<file path="src/rtl/pipe_adder_param_if.sv">
// Operand/result handshake bundle for pipe_adder_param.
// Carries the ovf result line only when PIPE_ADDER_OVF_EN is defined.
interface pipe_adder_param_if #(
   parameter int WIDTH = 32
);
   logic             in_valid;
   logic             in_ready;
   logic [WIDTH-1:0] a;
   logic [WIDTH-1:0] b;
   logic             cin;
   logic             out_valid;
   logic             out_ready;
   logic [WIDTH-1:0] sum;
   logic             cout;
`ifdef PIPE_ADDER_OVF_EN
   logic             ovf;

   modport master (
      output in_valid, a, b, cin, out_ready,
      input  in_ready, out_valid, sum, cout, ovf
   );

   modport slave (
      input  in_valid, a, b, cin, out_ready,
      output in_ready, out_valid, sum, cout, ovf
   );
`else
   modport master (
      output in_valid, a, b, cin, out_ready,
      input  in_ready, out_valid, sum, cout
   );

   modport slave (
      input  in_valid, a, b, cin, out_ready,
      output in_ready, out_valid, sum, cout
   );
`endif
endinterface

</file>
<file path="src/rtl/pipe_adder_param.sv">
// Pipelined ripple-segment adder: one SW-bit slice per stage, carry registered between stages.
// Optional signed-overflow output enabled by defining PIPE_ADDER_OVF_EN.
module pipe_adder_param #(
   parameter int WIDTH  = 32,
   parameter int STAGES = 4
) (
   input  logic               clk,
   input  logic               rst,
   input  logic               flush,
   pipe_adder_param_if.slave  bus
);

   localparam int SW = WIDTH / STAGES;

   // Stage registers, index k = stage k (1..STAGES)
   logic             vld_p  [1:STAGES];
   logic             c_p    [1:STAGES];
   logic [WIDTH-1:0] psum_p [1:STAGES];
   logic [WIDTH-1:0] opa_p  [1:STAGES];
   logic [WIDTH-1:0] opb_p  [1:STAGES];

   // Values presented to each stage by its upstream neighbour
   logic             src_v    [1:STAGES];
   logic             src_c    [1:STAGES];
   logic [WIDTH-1:0] src_psum [1:STAGES];
   logic [WIDTH-1:0] src_a    [1:STAGES];
   logic [WIDTH-1:0] src_b    [1:STAGES];

   logic [WIDTH-1:0] nxt_psum [1:STAGES];
   logic             nxt_c    [1:STAGES];

   logic [STAGES:1]  en;
   logic             accept;

   // Enable chain: a stage may load when it is empty or its successor moves
   always_comb begin
      logic run;
      en  = '0;
      run = bus.out_ready;
      for (int k = STAGES; k >= 1; k--) begin
         run   = !vld_p[k] || run;
         en[k] = run;
      end
   end

   assign bus.in_ready = en[1] && !flush;
   assign accept       = bus.in_valid && bus.in_ready;

   always_comb begin
      src_v[1]    = accept;
      src_c[1]    = bus.cin;
      src_psum[1] = '0;
      src_a[1]    = bus.a;
      src_b[1]    = bus.b;
      for (int k = 2; k <= STAGES; k++) begin
         src_v[k]    = vld_p[k-1];
         src_c[k]    = c_p[k-1];
         src_psum[k] = psum_p[k-1];
         src_a[k]    = opa_p[k-1];
         src_b[k]    = opb_p[k-1];
      end
   end

   // Slice adders: stage k resolves bits [(k-1)*SW +: SW] of the result
   always_comb begin
      logic [SW:0] ssum;
      ssum = '0;
      for (int k = 1; k <= STAGES; k++) begin
         ssum = {1'b0, src_a[k][(k-1)*SW +: SW]}
              + {1'b0, src_b[k][(k-1)*SW +: SW]}
              + {{SW{1'b0}}, src_c[k]};
         nxt_psum[k]                = src_psum[k];
         nxt_psum[k][(k-1)*SW +: SW] = ssum[SW-1:0];
         nxt_c[k]                   = ssum[SW];
      end
   end

   always_ff @(posedge clk) begin
      if (rst) begin
         for (int k = 1; k <= STAGES; k++) begin
            vld_p[k]  <= 1'b0;
            c_p[k]    <= 1'b0;
            psum_p[k] <= '0;
            opa_p[k]  <= '0;
            opb_p[k]  <= '0;
         end
      end else begin
         for (int k = 1; k <= STAGES; k++) begin
            if (flush) begin
               vld_p[k] <= 1'b0;
            end else if (en[k]) begin
               vld_p[k]  <= src_v[k];
               c_p[k]    <= nxt_c[k];
               psum_p[k] <= nxt_psum[k];
               opa_p[k]  <= src_a[k];
               opb_p[k]  <= src_b[k];
            end
         end
      end
   end

   // Output stage
   assign bus.out_valid = vld_p[STAGES];
   assign bus.sum       = psum_p[STAGES];
   assign bus.cout      = c_p[STAGES];

`ifdef PIPE_ADDER_OVF_EN
   assign bus.ovf = (opa_p[STAGES][WIDTH-1] == opb_p[STAGES][WIDTH-1])
                 && (psum_p[STAGES][WIDTH-1] != opa_p[STAGES][WIDTH-1]);
`endif

endmodule

</file>
<file path="src/flat_wrapper.sv">
// flat-port wrapper written by rule: the top's interface ports become plain ports
module pipe_adder_param_flat 
#(
   parameter int WIDTH  = 32,
   parameter int STAGES = 4
)
  (clk, rst, flush, bus_in_valid, bus_a, bus_b, bus_cin, bus_out_ready, bus_in_ready, bus_out_valid, bus_sum, bus_cout);
  pipe_adder_param_if #(.WIDTH(WIDTH)) bus_i ();
  input  logic clk;
  input  logic rst;
  input  logic flush;
  input wire logic [$bits(bus_i.in_valid)-1:0] bus_in_valid;
  input wire logic [$bits(bus_i.a)-1:0] bus_a;
  input wire logic [$bits(bus_i.b)-1:0] bus_b;
  input wire logic [$bits(bus_i.cin)-1:0] bus_cin;
  input wire logic [$bits(bus_i.out_ready)-1:0] bus_out_ready;
  output wire logic [$bits(bus_i.in_ready)-1:0] bus_in_ready;
  output wire logic [$bits(bus_i.out_valid)-1:0] bus_out_valid;
  output wire logic [$bits(bus_i.sum)-1:0] bus_sum;
  output wire logic [$bits(bus_i.cout)-1:0] bus_cout;
  assign bus_i.in_valid = bus_in_valid;
  assign bus_i.a = bus_a;
  assign bus_i.b = bus_b;
  assign bus_i.cin = bus_cin;
  assign bus_i.out_ready = bus_out_ready;
  assign bus_in_ready = bus_i.in_ready;
  assign bus_out_valid = bus_i.out_valid;
  assign bus_sum = bus_i.sum;
  assign bus_cout = bus_i.cout;
  pipe_adder_param #(.WIDTH(WIDTH), .STAGES(STAGES)) u_core (.clk(clk), .rst(rst), .flush(flush), .bus(bus_i));
endmodule
</file>
<file path="config.mk">
export PLATFORM = sky130hd
export DESIGN_NAME = pipe_adder_param_flat
export DESIGN_NICKNAME = d
export VERILOG_FILES = /design/src/rtl/pipe_adder_param_if.sv /design/src/rtl/pipe_adder_param.sv /design/src/flat_wrapper.sv
export SDC_FILE = /design/constraint.sdc
export NUM_CORES = 1
export LEC_CHECK = 0
export ABC_CLOCK_PERIOD_IN_PS = 4720
export BUFFER_PORTS_ARGS = -buffer_cell sky130_fd_sc_hd__buf_4
export CAP_MARGIN = 20
export CORE_ASPECT_RATIO = 1.1
export CORE_MARGIN = 2
export CORE_UTILIZATION = 39
export DETAILED_ROUTE_END_ITERATION = 7
export PLACE_DENSITY_LB_ADDON = 0.15
export REMOVE_ABC_BUFFERS = 1
export SLEW_MARGIN = 20
export SYNTH_ARGS = -nofsm -noshare
export SYNTH_HDL_FRONTEND = slang
export SYNTH_SLANG_ARGS = --single-unit
</file>
<file path="constraint.sdc">
create_clock -name clk -period 4.72 [get_ports clk]
set_clock_uncertainty 0.1 [all_clocks]
set_input_delay 0.708 -clock clk [delete_from_list [all_inputs] [get_ports clk]]
set_output_delay 0.708 -clock clk [all_outputs]
set_load 0.02 [all_outputs]
</file>
==> results.md <==
- Antenna diodes: 0
- RSZ-0062 raised after global routing: no
- Flop-to-flop setup slack: 2.25 ns
- Setup bufs post-CTS: 0
- Total internal power: around 0.0029 W
- Fillers: between 1500 and 2000
- Total clock buffers created by CTS: 17
- CP Capture Type: output pin
- Post-route ant nets: 0
- Worst skew pair latency: about 0.42 ns
- Setup tns final: 0 ns
- Max Clk Rate: between 300 and 400 MHz
- Post-Place Setup Slack: roughly 1.9 ns
- WP data required: slightly below 4 ns
- Hold Crit Start: u_core.opa_p[0][95]
- Port Buf Inserts: around 100
- DP Wirelength: approximately 9600 um
- Synth Register Bits: about 180
- Die area: roughly 22000 um^2
- Final WL: ~14000 um
- Final setup viols: 0
- Async S/R FF share, synth: 0
- Via count: between 4000 and 5000
- Lkg Pwr: between 4 and 5 nW
- I/O pin count: about 110
- Initial antenna violation count: 0
- Max-slew violations: 0
- Post-synth EDFFs: between 150 and 200
- Area share of fa/ha/maj cells after synthesis: 0.0621
- Net Sw Power: roughly 0.0008 W
- CTS tree: done
- DIE HEIGHT: approximately 160 um
- # H-tree levels: 4
- Worst Hold Path EP: u_core.opa_p[0][127]
- Reg-to-reg endpoint: u_core.opa_p[0][54]
- Synth warnings: 0
- Die X-Extent: 142 um
- Global-route wire length before repair: 22900 um
- Crit start category: primary input
- Post-synth cell types: 34
- Clock transition at the registers of the reported paths: 0.06 ns
- Comb pwr share: 0.099
- Multi-input logic area: about 2500 um^2
- Outcome: complete, no violations
- Synth Area in XOR/XNOR: 0
- Multiplexer share of the synthesized area: 0.00974
- Post-synthesis cell count: ~560
- FF/Latch Area: 5530 um^2
- Worst-Margin Slew: approximately 0.75 ns
- Syn avg cell area: about 15 um^2
- Layout area overhead: 20.1%
- Power Dens Cells: 373 nW/um^2
- Simple-gate share of the synthesized area: 0.167
- Nets: between 700 and 800
- Rel. slew slack: 0.496
- DRT Pass-1 Iters: 5
- 1st-iter DRT viols: 210
- CTS Hold Buffers Added: 0
- Final routed DRC violation total: 0
- Hold Path Cell Cnt: 1
- Worst IR Drop VDD: approximately 0.26 mV
- Final hold vios: 0
- Vias per cell: 4.76
- Crit path time final: about 2.5 ns
- Sequential share of the synthesized area: 0.672
- Sw Share: 0.220
- Post-Syn Area: roughly 8200 um^2
- Number of global-route vias before repair: 4569
- Crit path DAT: about 1.7 ns
- Main synth FF type: edfxtp_1
- CTS Root Cell: clkbuf_16
- Routability cong.: 0.835
- Total GRT Usage: 0.135
- Largest net degree at the start of global routing: 56
- Max Cap Viol: 0
- Worst hold path class: flop to flop
- FF-to-FF path depth: 4
- Clock Power Share: 0.368
- Clock sinks: around 180
- Post-CTS sizing: 0
- Worst r2r src: u_core.vld_p[0][4]
- Share of cells above drive strength 1: 0.227
- Synth area leaders: edfxtp_1 67%, and2_1 11%, ha_1 4.3%
- Part of the power in registers: 0.532
- Area leader, netlist: edfxtp_1
- Yosys top cell area share: 0.672
- Period utilization: 0.532
- Core Box Area: between 20000 and 25000 um^2
- Crit-path max FO: 8
- Initial Util: 0.398
- Crit path kind: primary input to output pin
- Longest Clk Path Bufs: 2
- DR WL/cell: about 15 um
- Largest family of logic cells by synthesized area: simple AND/OR/NAND/NOR gates
- FP Rows: 55
- Congestion Overflow GR: 0
- Synth Area in Compound Gates: 0.0638
- Setup ws final: approximately 2.2 ns
[state kept, by name (all words and copies together) (netlist names)]
name and count:
u_core.opa_p 48, u_core.c_p 4, u_core.opb_p 48, u_core.psum_p 80, u_core.vld_p 4
[placed cells by master (no fill, tap or decap), drive strengths merged, types with 9 or more instances in the layout]
master,n
o31a,12
nor3,15
a211oi,16
edfxtp,184
nand2b,11
clkbuf,18
nor2,23
buf,112
and2,152
o21a,9
inv,14
nand2,13
ha,28
o21ai,16
[through the flow]
stage,hold slack (ns),area (um^2),util,power [W],std cells
3_3_place_gp,0.400,9250,0.448,0.00235,910
5_1_grt,0.430,9870,0.478,0.00384,944
6_report,0.417,9870,0.478,0.00368,944
4_1_cts,0.415,9800,0.475,0.00372,941
3_5_place_dp,0.401,9250,0.448,0.00236,910
2_1_floorplan,0.397,8060,-,0.00221,545
[worst max-delay path: stages]
cell	delay (ns)
buf_4	0.12
and4b_1	0.54
a21oi_1	0.15
buf_4	0.19
[synthesized netlist by cell type (5+ instances only)]
master,instances
and2_1,146
nor2b_1,8
nand2_1,13
edfxtp_1,184
o21a_1,9
nor2_1,22
ha_1,28
o21ai_0,16
buf_6,11
a211oi_1,16
and2_2,6
o31a_1,12
mux2i_1,8
o21bai_1,7
a21oi_1,5
nor3_1,13
inv_1,12
fa_1,8
nand2b_1,11
[cell type report]
cell class	instances	share of cell area
inverters	12	0.00456
repair buffers	112	0.0900
clock inverters	13	0.0132
multi-input cells	349	0.257
clock buffers	18	0.0435
flip-flops and latches	184	0.560
well taps	256	0.0324
[per-layer routing]
layer  GRT usage  vias up  share of wire
met1       0.152     2141           0.40
met5           0        -              0
met4      0.0415        0          0.013
li1            -     2256              -
met3      0.0349       12          0.038
met2       0.250       81           0.54
[power by group through the flow]
stage	Sequential [W]	Clock, W	Combinational [W]
after floorplan	0.00201	0	0.000191
after global placement	0.00199	0	0.000354
after detailed placement	0.00200	0	0.000362
after CTS	0.00196	0.00139	0.000364
after global routing	0.00197	0.00146	0.000410
final	0.00196	0.00136	0.000365
[how the worst max path moves through the flow]
stage                               end          startpoint  slack, ns
finish                     bus_in_ready       bus_out_ready       2.21
CTS                        bus_in_ready       bus_out_ready       2.22
detailed placement  u_core.opa_p[0][46]       bus_out_ready       1.85
floorplan              u_core.c_p[0][2]       bus_out_ready       0.82
global placement    u_core.opb_p[0][44]       bus_out_ready       1.94
global route        u_core.opb_p[0][44]  u_core.vld_p[0][4]       2.10
[logic make-up after synthesis]
group | count (synthesis)
AOI/OAI and AO/OA | 74
adders and majority gates | 36
buffers and inverters | 31
DFF | 184
muxes | 8
and+or+nand+nor | 231
No activity file was read; power rests on OpenSTA's default activity.
